==> src/rtl/delay_sensor_pkg.sv <==
// Shared definitions for delay-line sensors: FSM encoding, default chain
// geometry and the leading-reached depth encoder.
package delay_sensor_pkg;

    // Default geometry of the single-chain sensor
    localparam int DEF_STAGES  = 20;
    localparam int DEF_DEPTH_W = 5;

    // Widest chain the shared encoder handles; wider chains need a larger value here
    localparam int MAX_CHAIN_STAGES = 64;
    localparam int DEPTH_MAX_W      = $clog2(MAX_CHAIN_STAGES + 1);

    // Measurement FSM states, kept as plain constants for older flows
    typedef logic [2:0] state_t;
    localparam state_t ST_IDLE    = 3'd0;
    localparam state_t ST_LAUNCH  = 3'd1;
    localparam state_t ST_CAPTURE = 3'd2;
    localparam state_t ST_SYNC    = 3'd3;
    localparam state_t ST_ENCODE  = 3'd4;
    localparam state_t ST_ACCUM   = 3'd5;
    localparam state_t ST_SETTLE  = 3'd6;
    localparam state_t ST_DONE    = 3'd7;

    // Count consecutive reached taps starting at tap 0. The first miss ends the
    // run, so later bubbles never add to the depth. Callers zero the bits above
    // their own chain length, which also terminates the run there.
    function automatic logic [DEPTH_MAX_W-1:0] depth_encode(
        input logic [MAX_CHAIN_STAGES-1:0] reached
    );
        logic [DEPTH_MAX_W-1:0] cnt;
        logic                   run;
        cnt = '0;
        run = 1'b1;
        for (int i = 0; i < MAX_CHAIN_STAGES; i++) begin
            run = run & reached[i];
            cnt = cnt + {{(DEPTH_MAX_W-1){1'b0}}, run};
        end
        return cnt;
    endfunction

endpackage

==> src/rtl/delay_chain_sensor_chain.sv <==
// Tapped inverter chain built from the library inverter cell. Every
// inter-stage net carries keep so synthesis cannot collapse the chain.

// Behavioural stand-in for the library inverter cell used by the chain
module not3_34 (
    input  logic a,
    output logic y
);
    assign y = ~a;
endmodule

// Chain of STAGES inverters; taps[i] is the output of stage i
module delay_chain_tapped
    import delay_sensor_pkg::*;
#(
    parameter int STAGES = DEF_STAGES
) (
    input  logic              launch,
    output logic [STAGES-1:0] taps
);

    (* keep *) logic [STAGES:0] node;

    assign node[0] = launch;

    // One inverter cell per stage, each driving the next node
    for (genvar g = 0; g < STAGES; g++) begin : g_stage
        not3_34 u_inv (
            .a (node[g]),
            .y (node[g+1])
        );
    end

    assign taps = node[STAGES:1];

endmodule

==> src/rtl/delay_chain_sensor.sv <==
// Self-timed delay-line sensor: launches an edge into the tapped chain,
// captures the taps one clock later, converts each capture to a depth and
// returns the sum of 2**AVG_LOG2 samples over a valid/ready handshake.
module delay_chain_sensor
    import delay_sensor_pkg::*;
#(
    parameter int STAGES     = DEF_STAGES,
    parameter int DEPTH_W    = DEF_DEPTH_W,
    parameter int AVG_LOG2   = 4,
    parameter int SETTLE_CYC = 2
) (
    input  logic                        clk,
    input  logic                        rst_n,
    input  logic                        start,
    output logic                        busy,
    output logic [DEPTH_W+AVG_LOG2-1:0] result,
    output logic                        result_valid,
    input  logic                        result_ready,
    output logic                        sat_seen,
    output logic [STAGES-1:0]           taps_dbg
);

    localparam int ACC_W = DEPTH_W + AVG_LOG2;
    localparam int CNT_W = AVG_LOG2 + 1;
    localparam int NSAMP = 1 << AVG_LOG2;
    localparam int SET_W = (SETTLE_CYC > 1) ? $clog2(SETTLE_CYC) : 1;

    state_t                      state_q;
    state_t                      state_d;
    logic                        launch_q;
    logic [STAGES-1:0]           chain_taps;
    logic [STAGES-1:0]           cap_q;
    logic [STAGES-1:0]           cap_s;
    logic [MAX_CHAIN_STAGES-1:0] reached_ext;
    logic [DEPTH_MAX_W-1:0]      depth_full;
    logic [DEPTH_W-1:0]          depth_q;
    logic [ACC_W-1:0]            acc_q;
    logic [ACC_W-1:0]            acc_next;
    logic [CNT_W-1:0]            sample_cnt_q;
    logic                        last_sample;
    logic [SET_W-1:0]            settle_cnt_q;

    // The chain input is driven only by the launch flop
    delay_chain_tapped #(
        .STAGES (STAGES)
    ) u_chain (
        .launch (launch_q),
        .taps   (chain_taps)
    );

    assign busy        = (state_q != ST_IDLE);
    assign acc_next    = acc_q + ACC_W'(depth_q);
    assign last_sample = (sample_cnt_q == CNT_W'(NSAMP - 1));

    // Sequence one measurement; start is only looked at while idle
    always_comb begin
        state_d = state_q;
        case (state_q)
            ST_IDLE:    if (start) state_d = ST_LAUNCH;
            ST_LAUNCH:  state_d = ST_CAPTURE;
            ST_CAPTURE: state_d = ST_SYNC;
            ST_SYNC:    state_d = ST_ENCODE;
            ST_ENCODE:  state_d = ST_ACCUM;
            ST_ACCUM:   state_d = last_sample ? ST_DONE : ST_SETTLE;
            ST_SETTLE:  if (settle_cnt_q == '0) state_d = ST_LAUNCH;
            ST_DONE:    if (result_ready) state_d = ST_IDLE;
            default:    state_d = ST_IDLE;
        endcase
    end

    // FSM state register
    always_ff @(posedge clk or negedge rst_n) begin
        if (!rst_n) begin
            state_q <= ST_IDLE;
        end else begin
            state_q <= state_d;
        end
    end

    // Launch flop toggles once per sample so rising and falling edges alternate
    always_ff @(posedge clk or negedge rst_n) begin
        if (!rst_n) begin
            launch_q <= 1'b0;
        end else if (state_q == ST_LAUNCH) begin
            launch_q <= ~launch_q;
        end
    end

    // Raw tap capture exactly one clock after the launch toggle
    always_ff @(posedge clk or negedge rst_n) begin
        if (!rst_n) begin
            cap_q <= '0;
        end else if (state_q == ST_CAPTURE) begin
            cap_q <= chain_taps;
        end
    end

    // Second flop stage hardens against metastability; also feeds the debug copy
    always_ff @(posedge clk or negedge rst_n) begin
        if (!rst_n) begin
            cap_s    <= '0;
            taps_dbg <= '0;
        end else if (state_q == ST_SYNC) begin
            cap_s    <= cap_q;
            taps_dbg <= cap_q;
        end
    end

    // A tap has been reached when it shows the level the new edge leaves behind:
    // even stages invert the launch level, odd stages follow it
    always_comb begin
        reached_ext = '0;
        for (int i = 0; i < STAGES; i++) begin
            reached_ext[i] = (cap_s[i] == (launch_q ^ ~i[0]));
        end
    end

    assign depth_full = depth_encode(reached_ext);

    // Registered depth of the current sample
    always_ff @(posedge clk or negedge rst_n) begin
        if (!rst_n) begin
            depth_q <= '0;
        end else if (state_q == ST_ENCODE) begin
            depth_q <= DEPTH_W'(depth_full);
        end
    end

    // Accumulator, sample counter and saturation flag, cleared on an accepted start
    always_ff @(posedge clk or negedge rst_n) begin
        if (!rst_n) begin
            acc_q        <= '0;
            sample_cnt_q <= '0;
            sat_seen     <= 1'b0;
        end else if (state_q == ST_IDLE && start) begin
            acc_q        <= '0;
            sample_cnt_q <= '0;
            sat_seen     <= 1'b0;
        end else if (state_q == ST_ACCUM) begin
            acc_q        <= acc_next;
            sample_cnt_q <= sample_cnt_q + CNT_W'(1);
            if (depth_q == DEPTH_W'(STAGES)) begin
                sat_seen <= 1'b1;
            end
        end
    end

    // Idle gap between a capture and the next launch lets the chain settle
    always_ff @(posedge clk or negedge rst_n) begin
        if (!rst_n) begin
            settle_cnt_q <= '0;
        end else if (state_q == ST_ACCUM) begin
            settle_cnt_q <= SET_W'(SETTLE_CYC - 1);
        end else if (state_q == ST_SETTLE && settle_cnt_q != '0) begin
            settle_cnt_q <= settle_cnt_q - SET_W'(1);
        end
    end

    // Result register and valid flag; the result stays put until the next measurement ends
    always_ff @(posedge clk or negedge rst_n) begin
        if (!rst_n) begin
            result       <= '0;
            result_valid <= 1'b0;
        end else if (state_q == ST_ACCUM && last_sample) begin
            result       <= acc_next;
            result_valid <= 1'b1;
        end else if (state_q == ST_DONE && result_ready) begin
            result_valid <= 1'b0;
        end
    end

endmodule

==> config.mk <==
export PLATFORM = sky130hd
export DESIGN_NAME = delay_chain_sensor
export DESIGN_NICKNAME = d
export VERILOG_FILES = /design/src/rtl/delay_sensor_pkg.sv /design/src/rtl/delay_chain_sensor_chain.sv /design/src/rtl/delay_chain_sensor.sv
export SDC_FILE = /design/constraint.sdc
export NUM_CORES = 1
export LEC_CHECK = 0
export BUFFER_PORTS_ARGS = -buffer_cell sky130_fd_sc_hd__buf_2
export CORE_UTILIZATION = 35
export DETAILED_ROUTE_END_ITERATION = 8
export PLACE_DENSITY_LB_ADDON = 0.15
export SLEW_MARGIN = 20
export SYNTH_ARGS = -nofsm -noshare
export SYNTH_HDL_FRONTEND = slang
export SYNTH_SLANG_ARGS = --single-unit
==> constraint.sdc <==
create_clock -name clk -period 2.31 [get_ports clk]
set_input_delay 0.693 -clock clk [delete_from_list [all_inputs] [get_ports clk]]
set_output_delay 0.693 -clock clk [all_outputs]
set_load 0.1 [all_outputs]
# Yosys cells after proc, flatten, opt, wreduce, memory -nomap -nowiden

Cells that the tools add are included.

Add/sub/neg operators: 22
Eq/ne operators: 32
Multiplexer cells: 16
Bitwise gates (word level): 20
Reductions and logical operators: 12

Operators by type and width:

| cell                                          | count |
|---|---|
| adder 5 x 1 -> 5 bit                          | 15 |
| one-hot mux 3 bit (8 select lines)            | 1 |
| == test 1 bit                                 | 20 |
| AND 1 bit                                     | 19 |
| two-way mux 9 bit                             | 2 |
| == test 3 bit, second input constant          | 4 |
| two-way mux 5 bit                             | 2 |
| adder 9 x 5 -> 9 bit                          | 1 |
| two-way mux 3 bit                             | 3 |
| two-way mux 1 bit                             | 8 |
| nonzero test 2 bit                            | 4 |
| == test 3 x 2 -> 1 bit, second input constant | 2 |
| inequality test 2 bit, second input constant  | 3 |
| adder 4 x 1 -> 5 bit                          | 1 |
| adder 5 x 1 -> 5 bit, second input constant   | 1 |
| == test 5 x 4 -> 1 bit, second input constant | 1 |
| == test 5 bit, second input constant          | 1 |
| adder 3 x 1 -> 4 bit                          | 1 |
| logical AND 1 bit                             | 4 |
| adder 2 x 1 -> 3 bit                          | 1 |
| == test 3 x 1 -> 1 bit, second input constant | 1 |
| zero test 3 bit                               | 1 |
| AND reduction 3 bit                           | 1 |
| nonzero test 3 bit                            | 1 |
| 4 further kinds                               | 4 |

Register bits after elaboration: 75
Input bits: 4
Output and inout port bits: 32
Logic and storage cells: 113

# Logic depth before layout (Yosys ltp)

Depth after elaboration: 22
Gate-level depth with buffers: 7
Gate-level depth less buffers: 7

# By module

Synthesis repeated with hierarchy kept, for this count alone.

Cell total of the unflattened synthesis: 405
Area, all modules: 4304.1 um^2

By module, submodules not included:

| module             | times used | cells an instance | area each (um^2) | sequential area each (um^2) |
|---|---|---|---|---|
| delay_chain_sensor | 1          | 364               | 4071.4           | 1876.8 |
| delay_chain_tapped | 1          | 21                | 157.7            | 0.0 |
| not3_34            | 20         | 1                 | 3.8              | 0.0 |

# Worst setup path before layout

No wires, ideal clock.

Path type: register -> output
From: register cap_s[17] (netlist name)
To: output port taps_dbg[11]
Arrival time: 1516 ps
Required time: 1617 ps
Setup slack: 101 ps
Stages on the path, launching flop included: 2
Buffers on the path: 1
Cells stage by stage: dfrtp_1 -> buf_4

RTL lines:

| item      | line                     | RTL |
|---|---|---|
| to (decl) | delay_chain_sensor.sv:20 | `output logic [STAGES-1:0] taps_dbg` |

# Worst setup path after layout

From: register state_q[1]
To: output port busy

Word-level cells in the longest chain between the ends: 1

RTL lines:

| item                   | line                     | RTL |
|---|---|---|
| from (decl)            | delay_chain_sensor.sv:28 | `state_t state_q;` |
| from (signal assigned) | delay_chain_sensor.sv:76 | `state_q <= state_d;` |
| nonzero test 3 bit     | delay_chain_sensor.sv:51 | `assign busy = (state_q != ST_IDLE);` |
| to (decl)              | delay_chain_sensor.sv:15 | `output logic busy,` |

No other way between the ends.

==> qor.yml <==
setup_path:
  crit_path_top_delay_cell: "dfrtp_1"
  setup.worst_path.start_class: "flop"
  crit_type: "flop to output pin"
  crit_chain: "or3_1 > buf_2"
  cp_data_arrival_time_ps: 1440
  slowest_delay_ps: 460
  cp.required_ps: 1620
  cp_top_family: "flip-flops"
  endpoint_kind: "output pin"
  cp_max_fo: 9
  critPathBufInv: 1
placement:
  hpwl_microns: 2514
  port_buffers: 35
  gp_congestion: 0.7135
floorplanning:
  coreArea_sq_mm: 0.005205
  die_area_sq_mm: 0.005795
  chipHeight_microns: 76.13
  die_w_microns: 76.13
  row_count: 26
  start_util: 0.3695
  io_pins: 36
synth:
  avgSynthCellArea_sq_um: 9.473
  netlist_area_sq_mm: 0.001923
  synth_cells: 203
  ys.warnings.count: 0
  synth_nets: 213
outcome:
  status: "complete, no violations"
grt:
  grt_max_degree: 37
  grt-ovfl-total: 0
  grt_pass1_vias: 1288
  grt_pass1_wl_microns: 6175
  grt_use_total: 0.1351
  antenna_found_initial: 0
clock_network:
  ctsHtreeMaxLevel: 2
  clock_latency_ps: 280
  clock-root-buffer: "clkbuf_8"
  cts_resized: 0
  path_clk_slew_ps: 70
  cts_tree: "yes"
  cts_buffer_depth: 2
  cts_buffers: 5
  cts_hold_buf: 0
  cts_setup_buffers: 0
  clock_sinks: 36
sta:
  setup_viol: 0
  period_share: 0.9241
  slew_viol_final: 0
  hold_viol_final: 0
  worst_pin_slew_ps: 490.6
  fin_worst_skew_ps: 4.543
  grt_setup_unrepaired: "false"
  period_minus_slack_ps: 2135
  clock.fmax_mhz: 468.5
  max_slew_margin: 0.6752
  tns_ps: 0
hold_path:
  hold_class: "input port to asynchronous set/reset pin"
detailed_routing:
  drtIter0Drc: 61
  drt_pass1_iterations: 4
  wl_per_cell_microns: 11.67
  route.vias.total: 1368
  via_per_inst: 4.622
  wl_microns: 3454
  remaining_drc_errors: 0
  postRouteAntennaNets: 0
layout:
  drive_gt1_frac: 0.2611
  final_net_count: 236
  areaGrowthSynthToFinish_pct: 11.13
  antenna_cells: 0
flow_run:
  max-cap-violations: 0
metrics by stage:
step / hold slack, ps / setup WS (ps) / util / instance area (sq um) / cells
floorplan: 397.4 / 100.8 / - / 1923 / 203
global placement: 457.8 / 469.5 / 0.3957 / 2059 / 289
detailed placement: 465.0 / 489.7 / 0.3957 / 2059 / 289
CTS: 456.4 / 163.7 / 0.4106 / 2137 / 296
global route: 471.6 / 114.1 / 0.4106 / 2137 / 296
finish: 434.0 / 175.4 / 0.4106 / 2137 / 296
sequential cells by signal, summed over array words and instances, names as in the netlist:
register,count
depth_q,2
result,9
settle_cnt_q,1
acc_q,9
state_q,3
cap_q,2
launch_q,1
result_valid,1
cap_s,2
sample_cnt_q,5
sat_seen,1
layout make-up:
cell class                      count  area [sq um]
Fill cell                         526          3068
Sequential cell                    36         900.9
Multi-Input combinational cell    133         809.5
Timing Repair Buffer               43         235.2
Tap cell                           70         87.58
Clock buffer                        6         72.57
Inverter                            7         26.28
Clock inverter                      1         5.005
routing by layer:
| metal | global-route usage | wire length, microns |
|---|---|---|
| met1 | 0.1874 | 1720 |
| met5 | 0 | 0 |
| met2 | 0.2009 | 1586 |
| met3 | 0.03234 | 96 |
| met4 | 0.05769 | 51 |
worst reg2reg max path, cell delays in order (launching register included):
cell	delay, ps
dfrtp_1	430
ha_1	360
a31o_2	250
o2111ai_2	170
a21o_1	220
mux2_2	250
layout by cell type, fill, tap and decap left out, types with 6 or more instances in the layout:
cell type	n
dfrtp_1	36
buf_2	35
nand2_1	26
o21ai_0	16
nor2_1	15
a21oi_1	14
buf_4	8
inv_1	7
xnor2_1	7
a31oi_1	6
ha_1	6
path summary, 6_finish.rpt:
check / start / to / slack [ps] / cells past startpoint
max: state_q[1] / busy / 180 / 2
min: rst_n / result[2] / 430 / 2
max reg2reg: depth_q[4] / acc_q[7] / 510 / 5
min reg2reg: result[2] / result[2] / 470 / 2
max in group asynchronous: rst_n / state_q[0] / 1530 / 2
min in group clk: result[2] / result[2] / 470 / 2
Power is not shown: default switching activity piles up to over one toggle a cycle in this logic, so the estimate is an artifact.
